===== src/rtl/mul_ctrl.sv =====
// ============================================================================
//  mul_ctrl : two-stage valid/ready wrapper around booth_multiplier (RV32 MUL/MULH/MULHU)
//  Optional feature macro: MUL_FLUSH_EN (adds the flush input)      Rev 1.0
// ============================================================================
`default_nettype none

module booth_multiplier (
    input  logic [33:0] x,
    input  logic [33:0] y,
    output logic [67:0] z
);
    logic [67:0] w_xe;
    logic [34:0] w_yp;
    logic [67:0] w_pp;
    logic [2:0]  w_grp;

    // Radix-4 Booth: 17 digit groups over the 34-bit signed multiplier
    always_comb begin
        w_xe  = {{34{x[33]}}, x};
        w_yp  = {y, 1'b0};
        w_pp  = '0;
        w_grp = '0;
        z     = '0;
        for (int i = 0; i < 17; i++) begin
            w_grp = w_yp[2*i +: 3];
            case (w_grp)
                3'b001, 3'b010: w_pp = w_xe;
                3'b011:         w_pp = w_xe << 1;
                3'b100:         w_pp = -(w_xe << 1);
                3'b101, 3'b110: w_pp = -w_xe;
                default:        w_pp = '0;
            endcase
            z = z + (w_pp << (2 * i));
        end
    end
endmodule

module mul_ctrl (
    input  logic        clk,
    input  logic        resetn,
    input  logic        in_valid,
    output logic        in_ready,
    input  logic [1:0]  in_op,
    input  logic [31:0] in_src1,
    input  logic [31:0] in_src2,
    output logic        out_valid,
    input  logic        out_ready,
    output logic [31:0] out_result,
    output logic        busy
`ifdef MUL_FLUSH_EN
    ,
    input  logic        flush
`endif
);
    localparam logic [1:0] OP_MULH_W  = 2'b01;
    localparam logic [1:0] OP_MULH_WU = 2'b10;

    typedef enum logic [1:0] {
        EMPTY = 2'b00,
        S2    = 2'b01,
        S1    = 2'b10,
        FULL  = 2'b11
    } occ_t;

    occ_t        occ_q, occ_d;
    logic [33:0] x_q, x_d;
    logic [33:0] y_q, y_d;
    logic        op_hi_q, op_hi_d;
    logic [31:0] result_q, result_d;

    logic [1:0]  w_occ;
    logic        w_flush;
    logic        s1_valid, s2_valid, s1_d, s2_d;
    logic        s1_adv, w_accept, w_move, w_signed;
    logic [67:0] w_z;
    logic        w_unused_z;

`ifdef MUL_FLUSH_EN
    assign w_flush = flush;
`else
    assign w_flush = 1'b0;
`endif

    assign w_occ    = occ_q;
    assign s1_valid = w_occ[1];
    assign s2_valid = w_occ[0];
    assign s1_adv   = ~s2_valid | out_ready;
    assign in_ready = resetn & ~w_flush & (~s1_valid | s1_adv);
    assign w_accept = in_valid & in_ready;
    assign w_move   = s1_valid & s1_adv & ~w_flush;
    assign w_signed = (in_op != OP_MULH_WU);

    booth_multiplier u_booth (
        .x (x_q),
        .y (y_q),
        .z (w_z)
    );

    // Top four product bits are sign-extension guard bits and never selected
    assign w_unused_z = ^w_z[67:64];

    always_comb begin
        x_d      = x_q;
        y_d      = y_q;
        op_hi_d  = op_hi_q;
        result_d = result_q;
        s1_d     = w_accept | (s1_valid & ~s1_adv);
        s2_d     = w_move | (s2_valid & ~out_ready);
        if (w_flush) begin
            s1_d = 1'b0;
            s2_d = 1'b0;
        end
        if (w_accept) begin
            x_d     = {{2{w_signed & in_src1[31]}}, in_src1};
            y_d     = {{2{w_signed & in_src2[31]}}, in_src2};
            op_hi_d = (in_op == OP_MULH_W) || (in_op == OP_MULH_WU);
        end
        if (w_move) begin
            result_d = op_hi_q ? w_z[63:32] : w_z[31:0];
        end
        occ_d = occ_t'({s1_d, s2_d});
    end

    always_ff @(posedge clk) begin
        if (!resetn) begin
            occ_q    <= EMPTY;
            x_q      <= '0;
            y_q      <= '0;
            op_hi_q  <= 1'b0;
            result_q <= '0;
        end else begin
            occ_q    <= occ_d;
            x_q      <= x_d;
            y_q      <= y_d;
            op_hi_q  <= op_hi_d;
            result_q <= result_d;
        end
    end

    assign out_valid  = s2_valid;
    assign out_result = result_q;
    assign busy       = s1_valid | s2_valid;

endmodule

`default_nettype wire


===== config.mk =====
export PLATFORM = sky130hd
export DESIGN_NAME = mul_ctrl
export DESIGN_NICKNAME = d
export VERILOG_FILES = /design/src/rtl/mul_ctrl.sv
export SDC_FILE = /design/constraint.sdc
export NUM_CORES = 2
export LEC_CHECK = 0
export ABC_AREA = 1
export BUFFER_PORTS_ARGS = -buffer_cell sky130_fd_sc_hd__buf_2
export CORE_ASPECT_RATIO = 1.2
export CORE_MARGIN = 4
export CORE_UTILIZATION = 30
export CTS_CLUSTER_DIAMETER = 50
export DETAILED_ROUTE_END_ITERATION = 6
export RECOVER_POWER = 50
export SETUP_SLACK_MARGIN = 0.1
export SYNTH_ARGS = -nofsm -noshare
export SYNTH_HDL_FRONTEND = slang
export SYNTH_HIERARCHICAL = 1
export SYNTH_SLANG_ARGS = --single-unit

===== constraint.sdc =====
create_clock -name clk -period 12.6 [get_ports clk]
set_input_delay 1.26 -clock clk [delete_from_list [all_inputs] [get_ports clk]]
set_output_delay 1.26 -clock clk [all_outputs]
set_load 0.01 [all_outputs]

# Yosys cells after proc, flatten, opt, wreduce, memory -nomap -nowiden
# Index checks and enable logic that the tools add are counted.
# classes
reduce_logical	33
n_eq_ne	102
n_addsub	18
bitwise_logic	16
mux	18
# op_table
cell	n
$add 64x64->64	16
$pmux 62 s4	1
$pmux 60 s4	1
$pmux 58 s4	1
$pmux 56 s4	1
$pmux 54 s4	1
$pmux 52 s4	1
$pmux 50 s4	1
$pmux 48 s4	1
$pmux 64 s3	1
$pmux 46 s4	1
$pmux 44 s4	1
$pmux 42 s4	1
$pmux 40 s4	1
$pmux 38 s4	1
$eq 3x3->1 const B	48
$pmux 36 s4	1
$pmux 34 s4	1
$neg 64->64	2
$pmux 32 s4	1
$eq 3x2->1 const B	32
$reduce_or 2->1	32
$eq 3x1->1 const B	16
$mux 32	1
other kinds (7)	23
# totals
word_cells	192
in_bits	70
ff_bits	101
output_inout_bits	35

# Logic depth before layout (Yosys ltp)
# logic_depth
word_depth	20
depth_mapped	44
depth_no_buf	42

# Modules after synthesis
# Netlist, hierarchy kept.
# modules_own_cells
module	cells_per_inst	instances	area_each_um2	seq_area_each_um2
booth_multiplier	4881	1	36872.9	0.0
mul_ctrl	562	1	4086.4	2021.9

# Worst setup path after synthesis
# Ideal clock, no wire load.
# synth_timing
kind	register -> register
from	register x_q[1]
to	register result_q[31] (netlist: out_result[31])
path_slack_ns	5.087
path_buffers	2
synth_period_minus_slack_ns	7.513
t_arrival_ns	7.398
setup_time_ns	0.116
required_ns	12.484
stages_incl_launch_ff	41
path_cell_list	dfxtp_1 inv_1 clkbuf_1 ha_1 nand2_2 nor2_1 inv_2 nor2_2 inv_2 nor2_2 nand2_1 nand2_1 inv_1 clkbuf_1 a221o_1 fa_1 inv_1 fa_1 [5 not listed] fa_1 inv_1 ha_1 nand2_1 nor3_1 nand4_1 o21ai_0 a21oi_1 o21bai_1 nand2_1 nand2_1 nand2_1 nand3_1 nand2_1 nand2_1 nand2_1 o21ai_0 nor2_1
# synth_via
elab_chain_cells	19
elab_cells_between_ends	36
classes_between	add/sub: 18; mux: 18
# synth_lines
item	line	source
start: declaration	66	logic [33:0] x_q, x_d;
start signal: assignment	127	x_q <= '0;
start signal: assignment	133	x_q <= x_d;
$neg 64->64 (on tied branches)	30, 29	
$pmux 62 s4 or $pmux 64 s3 (tied branches)	26	case (w_grp)
$add 64x64->64 (15 in a row)	33	z = z + (w_pp << (2 * i));
$add 64x64->64 (*)	33	
via w_z[63]	75	logic [67:0] w_z;
$mux 32 (*)	119	result_d = op_hi_q ? w_z[63:32] : w_z[31:0];
end signal: assignment	136	result_q <= result_d;
end: declaration	69	logic [31:0] result_q, result_d;
# Mark *: on every way through the listed nets, which the timed path passes. The rest lies on a longest branch.
# A chain may end at the register's enable or synchronous reset.

# Final worst setup path
# layout_timing
from	register x_q[12]
to	register result_q[29] (netlist: out_result[29])
# The elaborated chain is that of the path after synthesis.

==> results.toml <==
[status]
outcome = "complete, but fails checks"
violations = "design-rule violations, max-capacitance violations, max-slew violations"

[critical_path]
critPathTopFamily = "adder cells"
crit_path_start = "x_q[12]"
cp-end-kind = "flop"
crit_buf_inv = 5
critPathMostFrequentCell = "fa_1"
cp_max_fo = 36
critPathArrivalTime_ns = 10.53
slowest_stage = "a21oi_2"
slowest_delay_ns = 0.95
reg2reg_from = "x_q[12]"
crit_path_start_kind = "flop"
crit_type = "reg -> reg"
cp_data_required_time_ns = 12.93

[die]
die_h_um = 402
dieWidth_um = 336
core-area_um2 = 128000
fp.dieArea_um2 = 135000
placementRows = 144
start_util_pct = 30.2
io_pins = 105

[sta]
setup_viol_count_final = 0
hold_viol = 0
fin_hold_ws_ns = 0.486
maxSlewViolCount = 151
worst_slew_pin_slew_ns = 4.94
grt_setup_unrepaired = "false"
period_share_pct = 80.9
clock_skew_ns = 0.0448
slew_headroom_pct = -229
fin_crit_ns = 10.20
timing.setup.tns_ns = 0
max_freq_ghz = 0.0981

[detailed_routing]
drc = 289
met1_length_mm = 78.3
drtPass1Iterations = 7
num_vias = 42422
ant_nets = 0
wl_met2_mm = 89.5
avgRoutedWirePerCell_um = 33.9
wl_met3_mm = 33.6
routed_wirelength_mm = 223
drt-initial-drc-count = 7480
top_layer_used = "met5"
avgViaCountPerCell = 6.44

[yosys]
synthCells = 5134
syn_avg_cell_area_um2 = 7.56
yosysWarnings = 6
synth_nets = 6020
mappedNetlistArea_um2 = 38800

[global_routing]
grt_max_degree = 104
grt_pass1_wl_mm = 313
antenna_found_initial = 6
overflow = 0
grt_pass1_vias = 42179
grtUsageTotal_pct = 32.1

[clock_tree]
cts_tree = "yes"
cts_buffers = 9
clk_pin_slew_ns = 0.08
cts_setup_buffers = 0
cts_hold_buf = 0
cts_root_buffer = "clkbuf_16"
cts_buffer_depth = 2
ctsHtreeMaxLevel = 3
clk_latency_ns = 0.44
cts_resized = 0
clock-sinks = 101

[placement]
dp_hpwl_mm = 155
port_buffers = 104
gp_congestion = 1.03

[cells_and_area]
fillers = 13858
drive_above_1_share_pct = 7.71
nets = 5785
final_util_pct = 31.8
syn2layout_area_growth_pct = 5.19

[flow_run]
cap_violations = 2

[hold_path]
hold_path.class = "reg -> reg"
hold_path_startpoint = "out_result[4]"
-- through the flow --
step,area (µm²),cells,setup slack [ns]
2_1_floorplan,38800,5134,5.15
3_3_place_gp,40600,6565,2.79
3_5_place_dp,40600,6565,2.81
4_1_cts,40900,6581,2.79
5_1_grt,40800,6583,2.02
6_report,40800,6585,2.40
-- cell usage in the layout, fill, tap and decap left out, types with 36 or more instances in the layout --
cell type	count
inv_1	1085
fa_1	682
o22ai_1	507
nand2_1	466
a221oi_1	381
nor2_1	245
a21oi_1	245
nand3_1	216
o21ai_0	176
ha_1	134
buf_4	123
dfxtp_1	101
buf_2	69
inv_2	51
xor2_1	40
o221ai_1	39
nor2_2	37
clkbuf_1	36
-- area by class of cell --
cell class	count	area [µm²]	area share [%]
multi-input cells	3398	30600	75.0
inverters	1159	4350	10.7
well taps	1679	2100	5.14
flip-flops and latches	101	2020	4.95
repair buffers	230	1430	3.51
clock buffers	9	225	0.552
clock inverters	7	77.6	0.190
diodes	2	5.00	0.0123
-- worst min-delay path: stages, from the launching register on --
cell	delay (ns)
dfxtp_1	0.33
nor2_1	0.05
nor2_1	0.08
-- state kept, by name, indices dropped and copies added, names as in the netlist --
register	flops
x_q	33
op_hi_q	1
out_result	32
y_q	33
occ_q	2
-- metal layers --
metal / up-vias / GRT usage, %
li1: 16741 / -
met1: 20692 / 37.7
met2: 3789 / 45.9
met3: 1192 / 15.0
met4: 8 / 22.5
met5: - / 0.469
-- final timing paths --
path / end / slack (ns) / cells after the start
worst max-delay path: out_result[29] / 2.40 / 33
worst max register to register: out_result[29] / 2.40 / 33
worst min register to register: out_result[4] / 0.49 / 2
worst min-delay path: out_result[4] / 0.49 / 2
Power is not shown: default switching activity piles up to over one toggle a cycle in this logic, so the estimate is an artifact.
